### config.mk
export PLATFORM = sky130hd
export DESIGN_NAME = ov7670_capture_roi
export DESIGN_NICKNAME = d
export VERILOG_FILES = /design/src/rtl/ov7670_capture_roi.sv
export SDC_FILE = /design/constraint.sdc
export NUM_CORES = 1
export LEC_CHECK = 0
export CAP_MARGIN = 20
export CORE_AREA = 2 2 131 133
export CTS_CLUSTER_DIAMETER = 100
export CTS_CLUSTER_SIZE = 24
export DETAILED_ROUTE_END_ITERATION = 10
export DIE_AREA = 0 0 133 135
export PLACE_DENSITY_LB_ADDON = 0.2
export SETUP_SLACK_MARGIN = 0.5
export SKIP_CTS_REPAIR_TIMING = 1
export SLEW_MARGIN = 20
export SYNTH_ARGS = -nofsm -noshare
export SYNTH_HDL_FRONTEND = slang
export SYNTH_SLANG_ARGS = --single-unit
### constraint.sdc
create_clock -name pclk -period 5.7 [get_ports pclk]
set_input_delay 1.14 -clock pclk [delete_from_list [all_inputs] [get_ports pclk]]
set_output_delay 1.14 -clock pclk [all_outputs]
set_load 0.03 [all_outputs]
### src/rtl/ov7670_capture_roi.sv
// OV7670 capture front end: byte-pair pixels, ROI crop, decimation, frame-buffer writes.
// Optional CAP_STATS_EN adds frame_cnt and last_line_len outputs.
module ov7670_capture_roi #(
  parameter int H_MAX       = 640,
  parameter int V_MAX       = 480,
  parameter int DEPTH       = 76800,
  parameter int ADDR_W      = 17,
  parameter int SCALE_SHIFT = 0
) (
  input  logic              pclk,
  input  logic              reset_n,
  input  logic              cap_en,
  input  logic              single_shot,
  input  logic [1:0]        fmt_sel,
  input  logic [9:0]        roi_x,
  input  logic [8:0]        roi_y,
  input  logic [9:0]        roi_w,
  input  logic [8:0]        roi_h,
  input  logic              href,
  input  logic              v_sync,
  input  logic [7:0]        ov7670_data,
  output logic              we,
  output logic [ADDR_W-1:0] wAddr,
  output logic [15:0]       wData,
  output logic              busy,
  output logic              frame_done,
  output logic              ovf_err
`ifdef CAP_STATS_EN
  ,
  output logic [15:0]       frame_cnt,
  output logic [10:0]       last_line_len
`endif
);

  localparam int CW = $clog2(H_MAX) + 1;
  localparam int RW = $clog2(V_MAX) + 1;
  localparam logic [RW-1:0] RMAX = RW'(V_MAX - 1);
  localparam logic [ADDR_W:0] DEPTH_L = (ADDR_W+1)'(DEPTH);
  localparam logic [10:0] SMASK = 11'((1 << SCALE_SHIFT) - 1);

  typedef enum logic [1:0] {
    IDLE,
    WAIT_FRAME,
    ACTIVE
  } state_t;

  state_t state, nxt;

  logic          vs_q, vs_d, href_q, href_d;
  logic [7:0]    d_q, b0;
  logic [CW:0]   bcnt;
  logic [RW-1:0] row;
  logic [ADDR_W:0] addr;
  logic [9:0]    rx_l, rw_l;
  logic [8:0]    ry_l, rh_l;
  logic [1:0]    fmt_l;
  logic          ss_l, parked;
  logic          vs_fall, vs_rise, href_fall, start, keep;
  logic [10:0]   col, rowx, x0, x1, y0, y1, dx, dy;
  logic [15:0]   pix;

  assign vs_fall   = vs_d & ~vs_q;
  assign vs_rise   = ~vs_d & vs_q;
  assign href_fall = href_d & ~href_q;
  assign start     = (state == WAIT_FRAME) & cap_en & vs_fall;
  assign busy      = (state != IDLE);

  assign col  = 11'(bcnt[CW:1]);
  assign rowx = 11'(row);
  assign x0   = {1'b0, rx_l};
  assign x1   = x0 + {1'b0, rw_l};
  assign y0   = {2'b0, ry_l};
  assign y1   = y0 + {2'b0, rh_l};
  assign dx   = col - x0;
  assign dy   = rowx - y0;
  assign keep = (col >= x0) & (col < x1) &
                (rowx >= y0) & (rowx < y1) &
                ((dx & SMASK) == '0) &
                ((dy & SMASK) == '0);

  always_comb begin
    pix = {4'h0, b0[7:4], b0[2:0], d_q[7], d_q[4:1]};
    unique case (1'b1)
      fmt_l == 2'd1: pix = {b0, d_q};
      fmt_l == 2'd2: pix = {4'h0, b0[7:4], b0[7:4], b0[7:4]};
      default: ;
    endcase
  end

  // A finished single shot parks in IDLE until cap_en is dropped.
  always_comb begin
    nxt = state;
    unique case (state)
      IDLE:       if (cap_en && !parked) nxt = WAIT_FRAME;
      WAIT_FRAME: if (!cap_en) nxt = IDLE;
                  else if (vs_fall) nxt = ACTIVE;
      ACTIVE:     if (vs_rise) nxt = (ss_l || !cap_en) ? IDLE : WAIT_FRAME;
      default:    nxt = IDLE;
    endcase
  end

  always_ff @(posedge pclk or negedge reset_n) begin
    if (!reset_n) begin
      vs_q   <= 1'b0;
      vs_d   <= 1'b0;
      href_q <= 1'b0;
      href_d <= 1'b0;
      d_q    <= '0;
      b0     <= '0;
      bcnt   <= '0;
    end else begin
      vs_q   <= v_sync;
      vs_d   <= vs_q;
      href_q <= href;
      href_d <= href_q;
      d_q    <= ov7670_data;
      bcnt   <= href_q ? bcnt + 1'b1 : '0;
      if (href_q && !bcnt[0]) b0 <= d_q;
    end
  end

  always_ff @(posedge pclk or negedge reset_n) begin
    if (!reset_n) begin
      state      <= IDLE;
      parked     <= 1'b0;
      frame_done <= 1'b0;
      we         <= 1'b0;
      wAddr      <= '0;
      wData      <= '0;
      ovf_err    <= 1'b0;
      addr       <= '0;
      row        <= '0;
      rx_l       <= '0;
      rw_l       <= '0;
      ry_l       <= '0;
      rh_l       <= '0;
      fmt_l      <= '0;
      ss_l       <= 1'b0;
    end else begin
      state      <= nxt;
      frame_done <= (state == ACTIVE) & vs_rise;
      parked     <= cap_en &
                    (parked | ((state == ACTIVE) & vs_rise & ss_l));
      we         <= 1'b0;
      if (start) begin
        rx_l    <= roi_x;
        ry_l    <= roi_y;
        rw_l    <= roi_w;
        rh_l    <= roi_h;
        fmt_l   <= fmt_sel;
        ss_l    <= single_shot;
        addr    <= '0;
        row     <= '0;
        ovf_err <= 1'b0;
      end else if (state == ACTIVE) begin
        if (href_fall && row != RMAX) row <= row + 1'b1;
        if (href_q && bcnt[0] && keep) begin
          if (addr < DEPTH_L) begin
            we    <= 1'b1;
            wAddr <= addr[ADDR_W-1:0];
            wData <= pix;
            addr  <= addr + 1'b1;
          end else begin
            ovf_err <= 1'b1;
          end
        end
      end
    end
  end

`ifdef CAP_STATS_EN
  always_ff @(posedge pclk or negedge reset_n) begin
    if (!reset_n) begin
      frame_cnt     <= '0;
      last_line_len <= '0;
    end else begin
      if (frame_done) frame_cnt <= frame_cnt + 16'd1;
      if (href_fall) last_line_len <= 11'(bcnt);
    end
  end
`endif

endmodule

==> results.toml, run 1 <==
[placement]
gp_congestion = 0.919
dpl.hpwl_um = 11200
placement.cell_area_mm2 = 0.00844
port-buffer-count = 90
dp_cells = 1015
place_ws_ps = 1310

[detailed_routing]
vias = 5546
drt-total-wl_um = 16100
drt_iter0_drc = 253
antenna_left = 0
via_per_inst = 5.30
drt_pass1_iterations = 6
drc = 0
wl_per_cell_um = 15.3

[clock_network]
cts_tree = "built"
cts-root-buf = "clkbuf_16"
ctsHtreeMaxLevel = 4
numCtsBuffers = 17
insertion_delay_ps = 420
cts.sinks = 140
clk_pin_slew_worst_paths_ps = 60
clock_path_buffers = 2

[logic_synthesis]
yosys.area.top_type = "dfrtp_1"
synthDistinctLibCells = 58
ys.flop_type = "dfrtp_1"
ys_async_sr_fraction_pct = 100
ys_warn_count = 0
synth_edf_count = 0
syn_inst = 727
synth_nets = 845
synth-seq-cells = 140
yosysSeqAreaShare_pct = 47.7
synth_top_area_share_pct = 47.7
synthesis.area_mm2 = 0.00735
synth_area_per_cell_um2 = 10.1
synth_area_leaders = "dfrtp_1 (48%), ha_1 (11%), nand2_1 (5.8%)"

[sta]
setup_viol = 0
maxSlewViolCount = 0
rsz0062_at_grt = "no"
setup_tns_ps = 0
skew_ps = 8.35
hold_viol = 0
worst-slew-pin-transition_ps = 885
min_period_over_period_pct = 78.0
period_minus_slack_ps = 4450
timing.slew.headroom_pct = 41.0
finalWorstSetupSlack_ps = 1250
holdWs_ps = 405
max_freq_mhz = 225

[critical_path]
cp_slowest_stage_delay_ps = 410
critPathMostFrequentCell = "a21oi_1"
r2r_cells = 18
crit_cells = 18
crit_type = "flip-flop to flip-flop"
crit_family = "compound AO/OA/AOI/OAI gates"
crit_path_start_kind = "flip-flop"
cp_max_fo = 72
crit_slowest_cell = "fa_1"
arrival_ps = 4750
path_cells = "ha_1 > fa_1 > a21o_1 > a21oi_1 > o21bai_1 > a21oi_1 > o21ai_0 > a21o_1 > a21oi_1 > ha_1 > a22oi_1 > nand3_1 > a31oi_1 > nand4_2 > nor3_4 > buf_12 > nor2_2 > a221o_1"
crit_required_ps = 6000
path_buf_inv = 1
crit_path_end_kind = "flip-flop"

[cells_and_area]
nets = 932
fin_cells = 1047
n_antenna_cell = 0
drive_above_1_share_pct = 9.92
fin_area_mm2 = 0.00902
most-common-layout-cells = "dfrtp_1 (140), nand2_1 (113), clkdlybuf4s50_1 (89), ha_1 (62), o21ai_0 (52)"
syn2layout_area_growth_pct = 22.8
num-fill-cells = 1407
mostFrequentLayoutCell = "dfrtp_1"

[die]
rows = 47
io_pins = 91
coreArea_mm2 = 0.0164
die_h_um = 135
die_area_mm2 = 0.0180
die_x_um = 133
start_util_pct = 44.8

[power_and_ir_drop]
power.density_mw_per_mm2 = 352
p_leak_nw = 4.36
ir_drop_v = 0.000230

[global_route]
grt_pass1_vias = 5594
gr-usage-met1_pct = 25.1
overflow = 0
grt_max_degree = 98
grt_usage_pct = 19.3
antenna_found_initial = 0
grt.busiest_layer = "met2"
gr-usage-met3_pct = 4.13
grt_pass1_wl_um = 27600
grt.met2_usage_pct = 32.3

[flow_run]
maxCapViolCount = 0

[outcome]
status = "finished clean"

[hold_path]
hold_depth = 0
hold_class = "flip-flop to flip-flop"
-- flip-flops by register name, summed over array words and instances (netlist names) --
register	flops
ss_l	1
we	1
frame_done	1
vs_q	1
rh_l	9
vs_d	1
fmt_l	2
parked	1
href_q	1
state	2
wAddr	17
bcnt	12
b0	8
ovf_err	1
href_d	1
d_q	8
rw_l	10
wData	16
row	10
ry_l	9
rx_l	10
addr	18
-- power breakdown --
| group | switching [mW] | leakage [nW] | internal [mW] | total [mW] |
|---|---|---|---|---|
| logic | 0.480 | 2.24 | 0.386 | 0.866 |
| registers | 0.101 | 1.83 | 1.11 | 1.21 |
| clock network | 0.422 | 0.290 | 0.679 | 1.10 |
-- metal layers --
layer	wire, um	vias to the layer above
li1	-	2719
met3	766	25
met4	259	0
met5	0	-
met2	7940	117
met1	7090	2685
-- cell type report --
type	instances	area (um^2)	share of cell area (%)
Clock buffer	22	474	5.26
Clock inverter	10	114	1.26
Inverter	44	165	1.83
Multi-Input combinational cell	517	3550	39.3
Sequential cell	140	3500	38.8
Tap cell	220	275	3.05
Timing Repair Buffer	94	945	10.5
-- Yosys cell counts (3+ instances only) --
library cell,n
a21boi_0,4
a21o_1,11
a21oi_1,34
a221o_1,5
a22oi_1,13
a31o_2,3
a31oi_1,3
and2_1,9
and3_1,17
buf_1,5
buf_4,5
clkbuf_1,14
dfrtp_1,140
ha_1,62
inv_1,44
mux2_2,35
nand2_1,113
nand2b_1,5
nand3_1,24
nand4_1,6
nor2_1,33
nor2b_1,9
o211ai_1,4
o21ai_0,52
or2_2,3
or3_1,6
xnor2_1,17
xor2_1,13
-- worst paths after layout --
check	start	endpoint	slack [ps]
max	rx_l[0]$_DFFE_PN0P_	addr[9]$_DFFE_PN0P_	1250
min	vs_q$_DFF_PN0_	vs_d$_DFF_PN0_	400
max reg2reg	rx_l[0]$_DFFE_PN0P_	addr[9]$_DFFE_PN0P_	1250
min reg2reg	vs_q$_DFF_PN0_	vs_d$_DFF_PN0_	400
max in group asynchronous	reset_n	wAddr[6]$_DFFE_PN0P_	3780
min in group asynchronous	reset_n	rh_l[5]$_DFFE_PN0P_	800
-- worst register-to-register path: stages, from the launching register on --
cell and delay (ps):
dfrtp_1 400, ha_1 240, fa_1 410, a21o_1 180, a21oi_1 210, o21bai_1 90, a21oi_1 210, o21ai_0 190
a21o_1 220, a21oi_1 160, ha_1 280, a22oi_1 180, nand3_1 100, a31oi_1 190, nand4_2 190, nor3_4 240
buf_12 320, nor2_2 140, a221o_1 380
-- kinds of logic after synthesis --
kind of cell,share of synthesized area (%)
compound gates,12.5
xor+xnor,3.58
fa+ha+maj,11.1
buf+inv,4.04
flops,47.7
mux,5.64
simple gates,15.5
-- metrics by stage --
step	utilization, %	power, mW
3_5_place_dp	51.4	2.09
6_report	55.0	3.18
4_1_cts	55.0	3.21
3_3_place_gp	51.4	2.05
2_1_floorplan	-	1.83
5_1_grt	55.0	3.41
Note: power is estimated with default switching activity, not from simulation.
==> run 2: changes to the inputs <==
==> constraint.sdc (replaced) <==
create_clock -name pclk -period 3.97 [get_ports pclk]
set_input_delay 0.794 -clock pclk [delete_from_list [all_inputs] [get_ports pclk]]
set_output_delay 0.794 -clock pclk [all_outputs]
set_load 0.03 [all_outputs]
==> run 2 against run 1 <==
  * Sequential share of layout area shrank 2.3 points
  * Register-to-register slack got worse by 1300 ps
  * Critical endpoint is now wAddr[10]$_DFFE_PN0P_
  * Worst hold slack worse by 6.7 ps
  * Clock power increased by 42%
  * Non-clock buffer count rose by 30
  * First-iteration DRC count increased by 23%
==> results.toml, run 2 (synthesized netlist as in run 1, its figures left out) <==
[clock_network]
cts_tree = "built"
clk_pin_slew_worst_paths_ps = 60
clock_path_buffers = 2
ctsHtreeMaxLevel = 4
cts.sinks = 140
insertion_delay_ps = 430
numCtsBuffers = 17
cts-root-buf = "clkbuf_16"

[global_route]
grt_usage_pct = 19.0
grt.met2_usage_pct = 32.6
overflow = 0
grt.busiest_layer = "met2"
gr-usage-met3_pct = 5.33
grt_max_degree = 75
grt_pass1_wl_um = 27100
gr-usage-met1_pct = 23.5
antenna_found_initial = 0
grt_pass1_vias = 5688

[critical_path]
cp_max_fo = 5
cp_slowest_stage_delay_ps = 390
crit_path_start_kind = "flip-flop"
crit_family = "compound AO/OA/AOI/OAI gates"
crit_path_end_kind = "flip-flop"
path_cells = "ha_2 > fa_2 > a21o_1 > a21oi_2 > o21bai_1 > a21oi_2 > o21ai_2 > a21o_1 > a21oi_2 > ha_1 > a22oi_1 > nand3_1 > a31oi_2 > nand4_2 > nor3_4 > buf_12 > buf_12 > clkbuf_16 > mux2_4"
crit_required_ps = 4280
arrival_ps = 4280
crit_slowest_cell = "dfrtp_1"
crit_type = "flip-flop to flip-flop"
rrSetupSlack_ps = 2
critPathMostFrequentCell = "a21oi_2"
path_buf_inv = 3

[placement]
port-buffer-count = 90
dpl.hpwl_um = 11500
placement.cell_area_mm2 = 0.00856
gp_congestion = 0.828

[detailed_routing]
antenna_left = 0
vias = 5729
drc = 0
drt_pass1_iterations = 4
via_per_inst = 5.32
drt_iter0_drc = 310
wl_per_cell_um = 15.7
drt-total-wl_um = 16900

[cells_and_area]
reg_top3 = "addr: 18 flops, wAddr: 17 flops, wData: 16 flops"
largest-register = "addr"
fin_area_mm2 = 0.00960
drive_above_1_share_pct = 15.9
finish.utilization_pct = 58.5
largest_reg_flops = 18
nets = 962
syn2layout_area_growth_pct = 30.7
most-common-layout-cells = "dfrtp_1 (140), nand2_1 (113), clkdlybuf4s50_1 (89), ha_1 (61)"
num-fill-cells = 1373
n_antenna_cell = 0
mostFrequentLayoutCell = "dfrtp_1"

[sta]
rsz0062_at_grt = "yes"
period_minus_slack_ps = 3970
max_freq_mhz = 252
skew_ps = 9.71
min_period_over_period_pct = 100
hold_viol = 0
maxSlewViolCount = 0
setup_viol = 0
worst-slew-pin-transition_ps = 923
timing.slew.headroom_pct = 38.3

[power_and_ir_drop]
p_leak_nw = 4.58
power.density_mw_per_mm2 = 483
ir_drop_v = 0.000301

[hold_path]
hold_class = "primary input to async pin"

[outcome]
status = "finished clean"

[die]
coreArea_mm2 = 0.0164
die_area_mm2 = 0.0180
start_util_pct = 44.8
die_h_um = 135
die_x_um = 133
io_pins = 91
rows = 47

[flow_run]
maxCapViolCount = 0
-- run 2: cell count changes in the layout (fill, tap and decap cells not counted), moves of 6 or more --
cell,change
o21ai_0,-8
mux2_4,+25
buf_12,+6
mux2_2,-25
a21oi_1,-8
buf_4,+14
a21oi_2,+8
-- run 2: layout make-up --
type,count,area (um^2),area share (%)
multi-input cells,517,3740,39.0
flip-flops and latches,140,3500,36.5
repair buffers,124,1340,14.0
clock buffers,20,447,4.65
well taps,220,275,2.87
inverters,44,165,1.72
clock inverters,12,131,1.37
-- run 2: worst paths after layout --
kind                                    endpoint  cells after the start                 from
max in group asynchronous   wData[9]$_DFFE_PN0P_                      2              reset_n
max                        wAddr[10]$_DFFE_PN0P_                     19  rw_l[0]$_DFFE_PN0P_
max reg2reg                wAddr[10]$_DFFE_PN0P_                     19  rw_l[0]$_DFFE_PN0P_
min                          rx_l[0]$_DFFE_PN0P_                      1              reset_n
min in group pclk                 vs_d$_DFF_PN0_                      0       vs_q$_DFF_PN0_
min reg2reg                       vs_d$_DFF_PN0_                      0       vs_q$_DFF_PN0_
-- run 2: where the power goes --
| part | internal, mW | leakage (nW) | total (mW) | switching [mW] |
|---|---|---|---|---|
| clock network | 0.898 | 0.284 | 1.56 | 0.661 |
| logic | 0.612 | 2.47 | 1.34 | 0.726 |
| registers | 1.60 | 1.83 | 1.74 | 0.147 |
| total | 3.11 | 4.58 | 4.64 | 1.53 |
-- run 2: worst reg2reg max path: cells and delay by family (launching register included) --
family	cells	cell delay [ps]
AO/OA/AOI/OAI	9	1430
adder cells (fa/ha/maj)	3	790
AND/OR/NAND/NOR	3	540
buffers and inverters	3	400
flip-flops	1	390
multiplexers	1	300
-- run 2: through the flow --
stage / hold WS [ps] / setup slack, ps / TNS (ps) / instances / power, mW
global placement: 392 / 90.3 / 0 / 1021 / 2.98
detailed placement: 395 / -101 / -1360 / 1021 / 3.03
CTS: 410 / -116 / -1650 / 1053 / 4.60
finish: 398 / 1.89 / 0 / 1077 / 4.64
global route: 441 / -175 / -5850 / 1077 / 4.96
floorplan: 374 / 301 / 0 / 727 / 2.64
-- run 2: per-layer routing --
layer	wire, um	part of all wire (%)
met2	8450	50
met3	644	3.8
met1	7560	45
met5	0	0
met4	271	1.6
